<file path="src/rtl/seg7_pkg.sv">
// Shared 7-segment definitions: active-low glyph table {g,f,e,d,c,b,a}, digit count
// and the scan-decoder FSM states. The display encoder uses the same table.
package seg7_pkg;

  localparam int NUM_DIGITS = 3;

  localparam logic [6:0] SEG_0     = 7'b1000000;
  localparam logic [6:0] SEG_1     = 7'b1111001;
  localparam logic [6:0] SEG_2     = 7'b0100100;
  localparam logic [6:0] SEG_3     = 7'b0110000;
  localparam logic [6:0] SEG_4     = 7'b0011001;
  localparam logic [6:0] SEG_5     = 7'b0010010;
  localparam logic [6:0] SEG_6     = 7'b0000010;
  localparam logic [6:0] SEG_7     = 7'b1111000;
  localparam logic [6:0] SEG_8     = 7'b0000000;
  localparam logic [6:0] SEG_9     = 7'b0010000;
  localparam logic [6:0] SEG_A     = 7'b0001000;
  localparam logic [6:0] SEG_B     = 7'b0000011;
  localparam logic [6:0] SEG_C     = 7'b1000110;
  localparam logic [6:0] SEG_D     = 7'b0100001;
  localparam logic [6:0] SEG_E     = 7'b0000110;
  localparam logic [6:0] SEG_F     = 7'b0001110;
  localparam logic [6:0] SEG_BLANK = 7'b1111111;

  // Entry i is the glyph for nibble i.
  localparam logic [15:0][6:0] SEG_TABLE = {
    SEG_F, SEG_E, SEG_D, SEG_C, SEG_B, SEG_A, SEG_9, SEG_8,
    SEG_7, SEG_6, SEG_5, SEG_4, SEG_3, SEG_2, SEG_1, SEG_0
  };

  typedef enum logic [1:0] {
    ST_IDLE,
    ST_COLLECT,
    ST_COMPLETE
  } state_e;

endpackage

</file>
<file path="src/rtl/seg7_pattern_decoder.sv">
// Inverse of the display glyph table: active-low pattern to hex nibble.
// Unknown patterns, including blank, give nibble 0 with ok low.
module seg7_pattern_decoder
  import seg7_pkg::*;
(
  input  logic [6:0] pattern,
  output logic [3:0] nibble,
  output logic       ok
);

  always_comb begin
    // NOTE: defaults first, so every path assigns both outputs and no latch is inferred.
    nibble = 4'h0;
    ok     = 1'b0;
    if (pattern != SEG_BLANK) begin
      for (int i = 0; i < 16; i++) begin
        if (pattern == SEG_TABLE[i]) begin
          nibble = 4'(i);
          ok     = 1'b1;
        end
      end
    end
  end

endmodule

</file>
<file path="src/rtl/seg7_scan_decoder.sv">
// Samples a multiplexed active-low 3-digit 7-segment bus, decodes each settled digit
// and republishes the 12-bit value with frame error, stability and timeout status.
module seg7_scan_decoder
  import seg7_pkg::*;
#(
  parameter int SETTLE_CYCLES  = 4,
  parameter int TIMEOUT_CYCLES = 1024
) (
  input  logic                      clk,
  input  logic                      reset,
  input  logic [6:0]                seg_n,
  input  logic [NUM_DIGITS-1:0]     an,
  output logic [4*NUM_DIGITS-1:0]   value,
  output logic                      value_valid,
  output logic                      frame_err,
  output logic                      stable,
  output logic                      timeout
);

  localparam int DWELL_W = $clog2(SETTLE_CYCLES) + 1;
  localparam int TO_W    = $clog2(TIMEOUT_CYCLES + 1);
  localparam logic [NUM_DIGITS-1:0] MASK_FULL = '1;

  logic [6:0]            seg_s1_q, seg_s2_q;
  logic [NUM_DIGITS-1:0] an_s1_q, an_s2_q, an_prev_q;

  logic [DWELL_W-1:0] dwell_q, dwell_d;
  logic [TO_W-1:0]    to_cnt_q, to_cnt_d;
  state_e             state_q, state_d;

  logic [NUM_DIGITS-1:0]       mask_q, mask_d;
  logic                        err_q, err_d;
  logic [NUM_DIGITS-1:0][3:0]  slot_q, slot_d;
  logic                        prev_valid_q, prev_valid_d;

  logic [4*NUM_DIGITS-1:0] value_q, value_d;
  logic value_valid_q, value_valid_d;
  logic frame_err_q, frame_err_d;
  logic stable_q, stable_d;
  logic timeout_q, timeout_d;

  logic [3:0] dec_nibble;
  logic       dec_ok;
  logic       an_changed, an_onehot, an_multi, capture, restart;

  seg7_pattern_decoder u_decoder (
    .pattern (seg_s2_q),
    .nibble  (dec_nibble),
    .ok      (dec_ok)
  );

  always_ff @(posedge clk or posedge reset) begin
    if (reset) begin
      seg_s1_q  <= '0;
      seg_s2_q  <= '0;
      an_s1_q   <= '0;
      an_s2_q   <= '0;
      an_prev_q <= '0;
    end else begin
      seg_s1_q  <= seg_n;
      seg_s2_q  <= seg_s1_q;
      an_s1_q   <= an;
      an_s2_q   <= an_s1_q;
      an_prev_q <= an_s2_q;
    end
  end

  assign an_changed = (an_s2_q != an_prev_q);
  assign an_onehot  = $onehot(an_s2_q);
  assign an_multi   = (an_s2_q != '0) && !an_onehot;

  // The change cycle counts as the first held cycle, so capture fires when the
  // counter shows SETTLE_CYCLES-2; it then parks one higher until the next change.
  assign capture = an_onehot && !an_changed && (dwell_q == DWELL_W'(SETTLE_CYCLES - 2));
  assign restart = capture && ((mask_q & an_s2_q) != '0);

  always_comb begin
    dwell_d = dwell_q;
    if (an_changed) begin
      dwell_d = '0;
    end else if (an_onehot && (dwell_q < DWELL_W'(SETTLE_CYCLES - 1))) begin
      dwell_d = dwell_q + DWELL_W'(1);
    end
  end

  always_comb begin
    state_d       = state_q;
    mask_d        = mask_q;
    err_d         = err_q;
    slot_d        = slot_q;
    to_cnt_d      = to_cnt_q;
    prev_valid_d  = prev_valid_q;
    value_d       = value_q;
    value_valid_d = 1'b0;
    frame_err_d   = frame_err_q;
    stable_d      = stable_q;
    timeout_d     = 1'b0;

    if (an_multi) err_d = 1'b1;

    if (capture) begin
      to_cnt_d = '0;
      for (int k = 0; k < NUM_DIGITS; k++) begin
        if (an_s2_q[k]) slot_d[k] = dec_nibble;
      end
      if (restart) begin
        mask_d = an_s2_q;
        err_d  = !dec_ok;
      end else begin
        mask_d = mask_q | an_s2_q;
        err_d  = err_q | !dec_ok;
      end
    end

    unique case (state_q)
      ST_IDLE: begin
        if (capture) state_d = ST_COLLECT;
      end
      ST_COLLECT: begin
        if (capture) begin
          if (mask_d == MASK_FULL) state_d = ST_COMPLETE;
        end else if (to_cnt_q == TO_W'(TIMEOUT_CYCLES - 1)) begin
          mask_d    = '0;
          err_d     = 1'b0;
          to_cnt_d  = '0;
          timeout_d = 1'b1;
          state_d   = ST_IDLE;
        end else begin
          to_cnt_d = to_cnt_q + TO_W'(1);
        end
      end
      ST_COMPLETE: begin
        value_d       = slot_q;
        frame_err_d   = err_q;
        value_valid_d = 1'b1;
        stable_d      = prev_valid_q && !err_q && !frame_err_q && (slot_q == value_q);
        prev_valid_d  = 1'b1;
        mask_d        = '0;
        err_d         = an_multi;
        to_cnt_d      = '0;
        state_d       = ST_IDLE;
      end
      default: state_d = ST_IDLE;
    endcase
  end

  // NOTE: sequential state uses non-blocking assignments only, so every flop samples
  // the pre-edge values regardless of statement order.
  always_ff @(posedge clk or posedge reset) begin
    if (reset) begin
      // NOTE: the digit slots are a few flops, so they are reset with everything else;
      // a RAM-sized store would be left unreset and qualified by the mask instead.
      state_q       <= ST_IDLE;
      dwell_q       <= '0;
      to_cnt_q      <= '0;
      mask_q        <= '0;
      err_q         <= 1'b0;
      slot_q        <= '0;
      prev_valid_q  <= 1'b0;
      value_q       <= '0;
      value_valid_q <= 1'b0;
      frame_err_q   <= 1'b0;
      stable_q      <= 1'b0;
      timeout_q     <= 1'b0;
    end else begin
      state_q       <= state_d;
      dwell_q       <= dwell_d;
      to_cnt_q      <= to_cnt_d;
      mask_q        <= mask_d;
      err_q         <= err_d;
      slot_q        <= slot_d;
      prev_valid_q  <= prev_valid_d;
      value_q       <= value_d;
      value_valid_q <= value_valid_d;
      frame_err_q   <= frame_err_d;
      stable_q      <= stable_d;
      timeout_q     <= timeout_d;
    end
  end

  assign value       = value_q;
  assign value_valid = value_valid_q;
  assign frame_err   = frame_err_q;
  assign stable      = stable_q;
  assign timeout     = timeout_q;

endmodule
</file>
<file path="config.mk">
export PLATFORM = sky130hd
export DESIGN_NAME = seg7_scan_decoder
export DESIGN_NICKNAME = d
export VERILOG_FILES = /design/src/rtl/seg7_pkg.sv /design/src/rtl/seg7_pattern_decoder.sv /design/src/rtl/seg7_scan_decoder.sv
export SDC_FILE = /design/constraint.sdc
export NUM_CORES = 1
export LEC_CHECK = 0
export BUFFER_PORTS_ARGS = -buffer_cell sky130_fd_sc_hd__clkbuf_2
export CAP_MARGIN = 40
export CORE_MARGIN = 8
export CORE_UTILIZATION = 55
export CTS_BUF_LIST = sky130_fd_sc_hd__clkbuf_2
export CTS_CLUSTER_SIZE = 28
export DETAILED_ROUTE_END_ITERATION = 10
export GPL_ROUTABILITY_DRIVEN = 0
export PLACE_DENSITY = 0.82
export SKIP_LAST_GASP = 1
export SYNTH_ARGS = -nofsm -noshare
export SYNTH_HDL_FRONTEND = slang
export SYNTH_SLANG_ARGS = --single-unit
</file>
<file path="constraint.sdc">
create_clock -name clk -period 3.6 [get_ports clk]
set_clock_uncertainty 0.15 [all_clocks]
set_input_delay 1.08 -clock clk [delete_from_list [all_inputs] [get_ports clk]]
set_output_delay 1.08 -clock clk [all_outputs]
set_load 0.01 [all_outputs]
</file>
* After elaboration in Yosys (flattened, before gate mapping)
Cells that the tools add are included.
** Word-level totals
- Bits in registers :: 72
- Input bits :: 12
- Output and inout bits :: 16
** Operators by class
- Add/sub/neg operators :: 4
- Magnitude comparators :: 1
- Equality and inequality tests :: 27
- Multiplexer cells :: 59
- Bitwise logic cells :: 3
- Reductions and logical operators :: 22
** Operators by type and width (count)
- $mux 4 :: 9
- $mux 11 :: 3
- $mux 3 :: 10
- $eq 7x7->1 const B :: 4
- $mux 1 :: 27
- $pmux 11 s2 :: 1
- $eq 7x5->1 const B :: 3
- $eq 7x6->1 const B :: 3
- $eq 7x2->1 const B :: 2
- $eq 7x4->1 const B :: 2
- $eq 12x12->1 :: 1
- $mux 2 :: 6
- $add 11x1->11 const B :: 1
- $eq 11x10->1 const B :: 1
- $logic_and 1x1->1 :: 8
- $eq 7x3->1 const B :: 1
- $logic_not 7->1 :: 1
- $ne 7x7->1 const B :: 1
- $ne 3x3->1 const B :: 2
- $pmux 3 s2 :: 1
- $reduce_and 2->1 :: 3
- $reduce_bool 3->1 :: 2
- $logic_not 1->1 :: 5
- $eq 2x1->1 const B :: 2
- other kinds (17) :: 17

* Logic depth before layout (Yosys ltp)
- Word-level depth :: 25
- Gate-level depth with buffers :: 10
- Mapped depth without buffers :: 8

* Modules after synthesis
A second synthesis with hierarchy kept.
** Second synthesis, totals
- Cell total of the unflattened synthesis :: 290
- Area, all modules :: 3306.9 um^2
** Modules (own cells, without submodules)
- seg7_scan_decoder :: times used 1, cells each 238, area an instance 2965.3 um^2
- seg7_pattern_decoder :: times used 1, cells each 52, area an instance 341.6 um^2

* Least setup slack after synthesis
No wires, ideal clock.
- Path type :: reg-to-reg
- From :: reg an_s2_q[0]
- To :: reg state_q[0]
- Library setup time :: 0.094 ns
- Arrival :: 2.661 ns
- Setup slack :: 0.695 ns
- Cell stages (with the launch flop) :: 8
- Path buffers :: 0
- Clock period less this slack :: 2.905 ns
- Cell sequence :: dfrtp_1 > fa_1 > nand4bb_4 > nor4b_4 > nand2_1 > a21boi_1 > or4_4 > a221oi_2
** On the way
- Word-level cells in the longest chain between the ends :: 11
** Ends and longest elaborated chain
- start: declaration :: RTL line seg7_scan_decoder.sv:25 : logic [NUM_DIGITS-1:0] an_s1_q, an_s2_q, an_prev_q;
- start signal: assignment :: RTL line seg7_scan_decoder.sv:63 : an_s2_q <= an_s1_q;
- $add 1x1->2 (implied by the code) :: RTL line seg7_scan_decoder.sv:69 : assign an_onehot = $onehot(an_s2_q);
- $add 2x1->2 (implied by the code) :: RTL line seg7_scan_decoder.sv:69
- $eq 2x1->1 :: RTL line seg7_scan_decoder.sv:69
- $logic_and 1x1->1 (2 in series) :: RTL line seg7_scan_decoder.sv:74 : assign capture = an_onehot && !an_changed && (dwell_q == DWELL_W'(SETTLE_CYCLES - 2));
- $logic_and 1x1->1 :: RTL line seg7_scan_decoder.sv:75 : assign restart = capture && ((mask_q & an_s2_q) != '0);
- $mux 3 :: RTL line seg7_scan_decoder.sv:106 : if (restart) begin
- $mux 3 :: RTL line seg7_scan_decoder.sv:101 : if (capture) begin
- $eq 3x3->1 :: RTL line seg7_scan_decoder.sv:121 : if (mask_d == MASK_FULL) state_d = ST_COMPLETE;
- $ne 3x3->1 (no line)
- $reduce_and 3->1 (no line)
- end signal: assignment :: RTL line seg7_scan_decoder.sv:166 : state_q <= state_d;
- end: declaration :: RTL line seg7_scan_decoder.sv:29 : state_e state_q, state_d;
Several ways; a longest one is shown, not always the timed one.
A chain may end at the register's enable or synchronous reset.

* Final worst setup path
Ends and elaborated chain as after synthesis.

==> impl_results.rst <==
.. list-table::
   :header-rows: 1

   * - Metric
     - Value
   * - Status
     - complete, no violations
   * - CP cell instances
     - fa_1, nand4bb_4, nor4b_4, nand2_1, a21boi_1, or4_4, a221oi_2
   * - Max transition margin
     - 46.1%
   * - Pwr Total
     - 1290 uW
   * - Number of max-capacitance violations reported
     - 0
   * - Simple-gate share of the synthesized area
     - 16.1%
   * - Critical Path Max Stage Delay
     - 0.65 ns
   * - DRC marker count from the first detailed-route iteration
     - 150
   * - Unique cell type count in the Yosys netlist
     - 44
   * - Clock slew at the register clock pins of the worst setup and hold paths
     - 0.18 ns
   * - Synth warn
     - 0
   * - Buffers inserted by post-CTS timing repair
     - 0
   * - Clock tree from TritonCTS
     - done
   * - Required time reported for the critical path endpoint
     - 3.85 ns
   * - Compound-gate portion of the synthesized area
     - 10.6%
   * - Number of cell rows
     - 28
   * - Proportion of synthesized chip area in sequential cells
     - 54.4%
   * - GR Overflow Total
     - 0
   * - Unrepaired setup endpoints after global routing
     - no
   * - Fill cell instance count of the final layout
     - 471
   * - Highest-count cells in the layout ignoring fill and taps
     - 72 x sky130_fd_sc_hd__dfrtp_1, 37 x sky130_fd_sc_hd__clkbuf_2, 25 x sky130_fd_sc_hd__nor2_1
   * - Clk_lat worst skew
     - 0.49 ns
   * - Antenna violations before repair
     - 0
   * - Root buffer selected by CTS
     - sky130_fd_sc_hd__clkbuf_2
   * - CTS Hold Buffers Added
     - 0
   * - Clock tree sinks
     - 72
   * - Routed wire length
     - 5980 um
   * - Number of enable flip-flop cells after synthesis
     - 0
   * - Clock tree buffer depth
     - 2
   * - Die area
     - 8760 um2
   * - Die width
     - 93.6 um
   * - CP max-delay cell
     - sky130_fd_sc_hd__fa_1
   * - Peak ir drop on the vdd network
     - 0.239 mV
   * - Power per cell area
     - 357 nW/um2
   * - Starting Density
     - 56.3%
   * - Fraction of registers with async set/reset
     - 100%
   * - Transition at the pin with the smallest max-transition slack
     - 0.809 ns
   * - Worst Setup Path Type
     - reg2reg
   * - Final critical path time including I/O delays and setup
     - 3.18 ns
   * - Total area of multi-input combinational cells
     - 1430 um2
   * - Total negative setup slack
     - 0 ns
   * - Mean cell area of the mapped netlist
     - 11.0 um2
   * - Final number of setup-violating endpoints
     - 0
   * - Peak clock frequency supported by timing
     - 0.315 GHz
   * - Share of the clock period used by the worst path
     - 88.2%
   * - Gate Count Post-Synth
     - 301
   * - Post-DP HPWL
     - 4320 um
   * - Class of the worst hold path
     - reg2reg
   * - Height of the die
     - 93.6 um
   * - Area used by sequential logic in the layout
     - 1800 um2
   * - Port bufs
     - 27
   * - Top-level I/O count
     - 28
   * - WL/cell
     - 14.7 um
   * - Crit end category
     - flip-flop
   * - Fraction of final layout cells with drive strength greater than 1
     - 22.5%
   * - Post-synthesis mux area share
     - 8.12%
   * - Number of global-route vias before repair
     - 2231
   * - Most common cell after layout, fill and taps aside
     - sky130_fd_sc_hd__dfrtp_1
   * - Maximum level of the CTS H-tree
     - 3
   * - Maximum number of pins on one net before global-route repair
     - 38
   * - Mapped Area
     - 3310 um2
   * - DRT antenna net count
     - 0
   * - Parity-gate share of the synthesized area counting xor and xnor cells
     - 5.29%
   * - Worst path bufs/invs
     - 0
   * - Main combinational cell family by area after synthesis
     - simple AND/OR/NAND/NOR gates
   * - Area overhead of the layout relative to synthesis
     - 9.06%
   * - Diode count
     - 0
   * - Max-slew violations
     - 0
   * - Nets@finish
     - 347
   * - Global-route wire length before repair
     - 10300 um
   * - CORE AREA
     - 5890 um2
   * - CP delay by family, top
     - simple AND/OR/NAND/NOR gates
   * - Arrival time at the worst endpoint
     - 3.43 ns
   * - Commonest register cell after synthesis
     - sky130_fd_sc_hd__dfrtp_1
   * - Leak Pwr
     - 0.00169 uW
   * - Number of iterations in the first detailed-routing pass
     - 5
   * - Adder and majority gate portion of the synthesized area
     - 2.87%
   * - Number of gates resized after CTS
     - 0
   * - Highest fanout seen on the critical path
     - 6
   * - FF+latch count, synth
     - 72
   * - Startpoint class of the critical path
     - flip-flop
   * - Net Count, Synth
     - 320
   * - Residual DRC
     - 0
   * - Clock buffers created by TritonCTS
     - 9
   * - DR vias
     - 2340
   * - GRT Resource Usage Total
     - 14.8%
   * - Drt via density
     - 5.74
   * - Fin. Hold Viols
     - 0
==> where the power goes <==
group | switching [uW] | leakage (uW) | internal [uW]
Sequential | 20.6 | 0.000948 | 823
Clock | 287 | 0.0000587 | 95.9
Combinational | 39.0 | 0.000686 | 24.7
==> synthesized netlist by cell type, types with 2 or more instances <==
| cell type | n | area (um2) |
|---|---|---|
| sky130_fd_sc_hd__xor2_1 | 10 | 87.6 |
| sky130_fd_sc_hd__or2_2 | 2 | 12.5 |
| sky130_fd_sc_hd__nand4b_1 | 2 | 17.5 |
| sky130_fd_sc_hd__o32ai_1 | 2 | 17.5 |
| sky130_fd_sc_hd__buf_1 | 2 | 7.51 |
| sky130_fd_sc_hd__a21boi_0 | 3 | 22.5 |
| sky130_fd_sc_hd__nand3_1 | 11 | 55.1 |
| sky130_fd_sc_hd__nand4_1 | 7 | 43.8 |
| sky130_fd_sc_hd__a31oi_1 | 3 | 18.8 |
| sky130_fd_sc_hd__nor3_1 | 7 | 35.0 |
| sky130_fd_sc_hd__inv_1 | 10 | 37.5 |
| sky130_fd_sc_hd__mux2_2 | 23 | 259 |
| sky130_fd_sc_hd__nand2b_1 | 7 | 43.8 |
| sky130_fd_sc_hd__dfrtp_1 | 72 | 1800 |
| sky130_fd_sc_hd__ha_1 | 6 | 75.1 |
| sky130_fd_sc_hd__nand2_1 | 21 | 78.8 |
| sky130_fd_sc_hd__a211oi_1 | 3 | 22.5 |
| sky130_fd_sc_hd__nor2_1 | 25 | 93.8 |
| sky130_fd_sc_hd__o21ai_0 | 23 | 115 |
| sky130_fd_sc_hd__nor4_1 | 3 | 18.8 |
| sky130_fd_sc_hd__o211ai_1 | 2 | 15.0 |
| sky130_fd_sc_hd__clkbuf_1 | 11 | 41.3 |
| sky130_fd_sc_hd__nor2b_1 | 4 | 25.0 |
| sky130_fd_sc_hd__and2_1 | 2 | 12.5 |
| sky130_fd_sc_hd__o31ai_1 | 2 | 15.0 |
| sky130_fd_sc_hd__and3_1 | 3 | 18.8 |
| sky130_fd_sc_hd__a21oi_1 | 9 | 45.0 |
| sky130_fd_sc_hd__xnor2_1 | 10 | 87.6 |
==> routing by layer <==
| layer | wire length, um | GRT usage (%) | vias up |
|---|---|---|---|
| li1 | - | - | 1123 |
| met1 | 2800 | 18.6 | 1143 |
| met2 | 2710 | 22.7 | 60 |
| met3 | 330 | 4.01 | 14 |
| met4 | 142 | 8.06 | 0 |
| met5 | 0 | 0 | - |
==> stage by stage <==
| stage | setup slack, ns | hold WS (ns) | area [um2] | util, % | std cells |
|---|---|---|---|---|---|
| 2_1_floorplan | 0.545 | 0.181 | 3310 | - | 301 |
| 3_3_place_gp | 0.604 | 0.183 | 3520 | 59.8 | 392 |
| 3_5_place_dp | 0.456 | 0.186 | 3520 | 59.8 | 392 |
| 4_1_cts | 0.399 | 0.227 | 3610 | 61.4 | 408 |
| 5_1_grt | 0.259 | 0.233 | 3610 | 61.4 | 408 |
| 6_report | 0.424 | 0.222 | 3610 | 61.4 | 408 |
==> cells by family (layout without fill, tap and decap cells) <==
| family | after synthesis | after routing |
|---|---|---|
| AO/OA/AOI/OAI | 56 | 56 |
| XOR/XNOR | 20 | 20 |
| adder cells (fa/ha/maj) | 7 | 7 |
| buffers and inverters | 23 | 55 |
| flip-flops | 72 | 72 |
| multiplexers | 24 | 24 |
| AND/OR/NAND/NOR | 99 | 99 |
==> sequential cells by signal, summed over array words and instances (netlist names) <==
signal,flops
slot_q,12
value,12
to_cnt_q,11
seg_s1_q,7
seg_s2_q,7
an_prev_q,3
an_s1_q,3
an_s2_q,3
dwell_q,3
mask_q,3
state_q,2
err_q,1
frame_err,1
prev_valid_q,1
stable,1
timeout,1
value_valid,1
==> final cells by class <==
class                           instances  area share (%)
Sequential cell                        72            49.9
Inverter                               10            1.04
Multi-Input combinational cell        206            39.4
Clock buffer                           10            1.39
Clock inverter                          6            1.18
Tap cell                               75            2.60
Timing Repair Buffer                   29            4.50
==> path summary, 6_finish.rpt <==
check / depth (start not counted) / slack, ns / end / startpoint
setup reg to reg: 7 / 0.42 / state_q[0] / an_s2_q[0]
max in group asynchronous: 3 / 2.14 / value_valid / reset
hold / removal: 0 / 0.22 / seg_s2_q[4] / seg_s1_q[4]
min in group asynchronous: 2 / 0.50 / seg_s2_q[5] / reset
hold reg to reg: 0 / 0.22 / seg_s2_q[4] / seg_s1_q[4]
setup / recovery: 7 / 0.42 / state_q[0] / an_s2_q[0]
No activity file was read; power rests on OpenSTA's default activity.
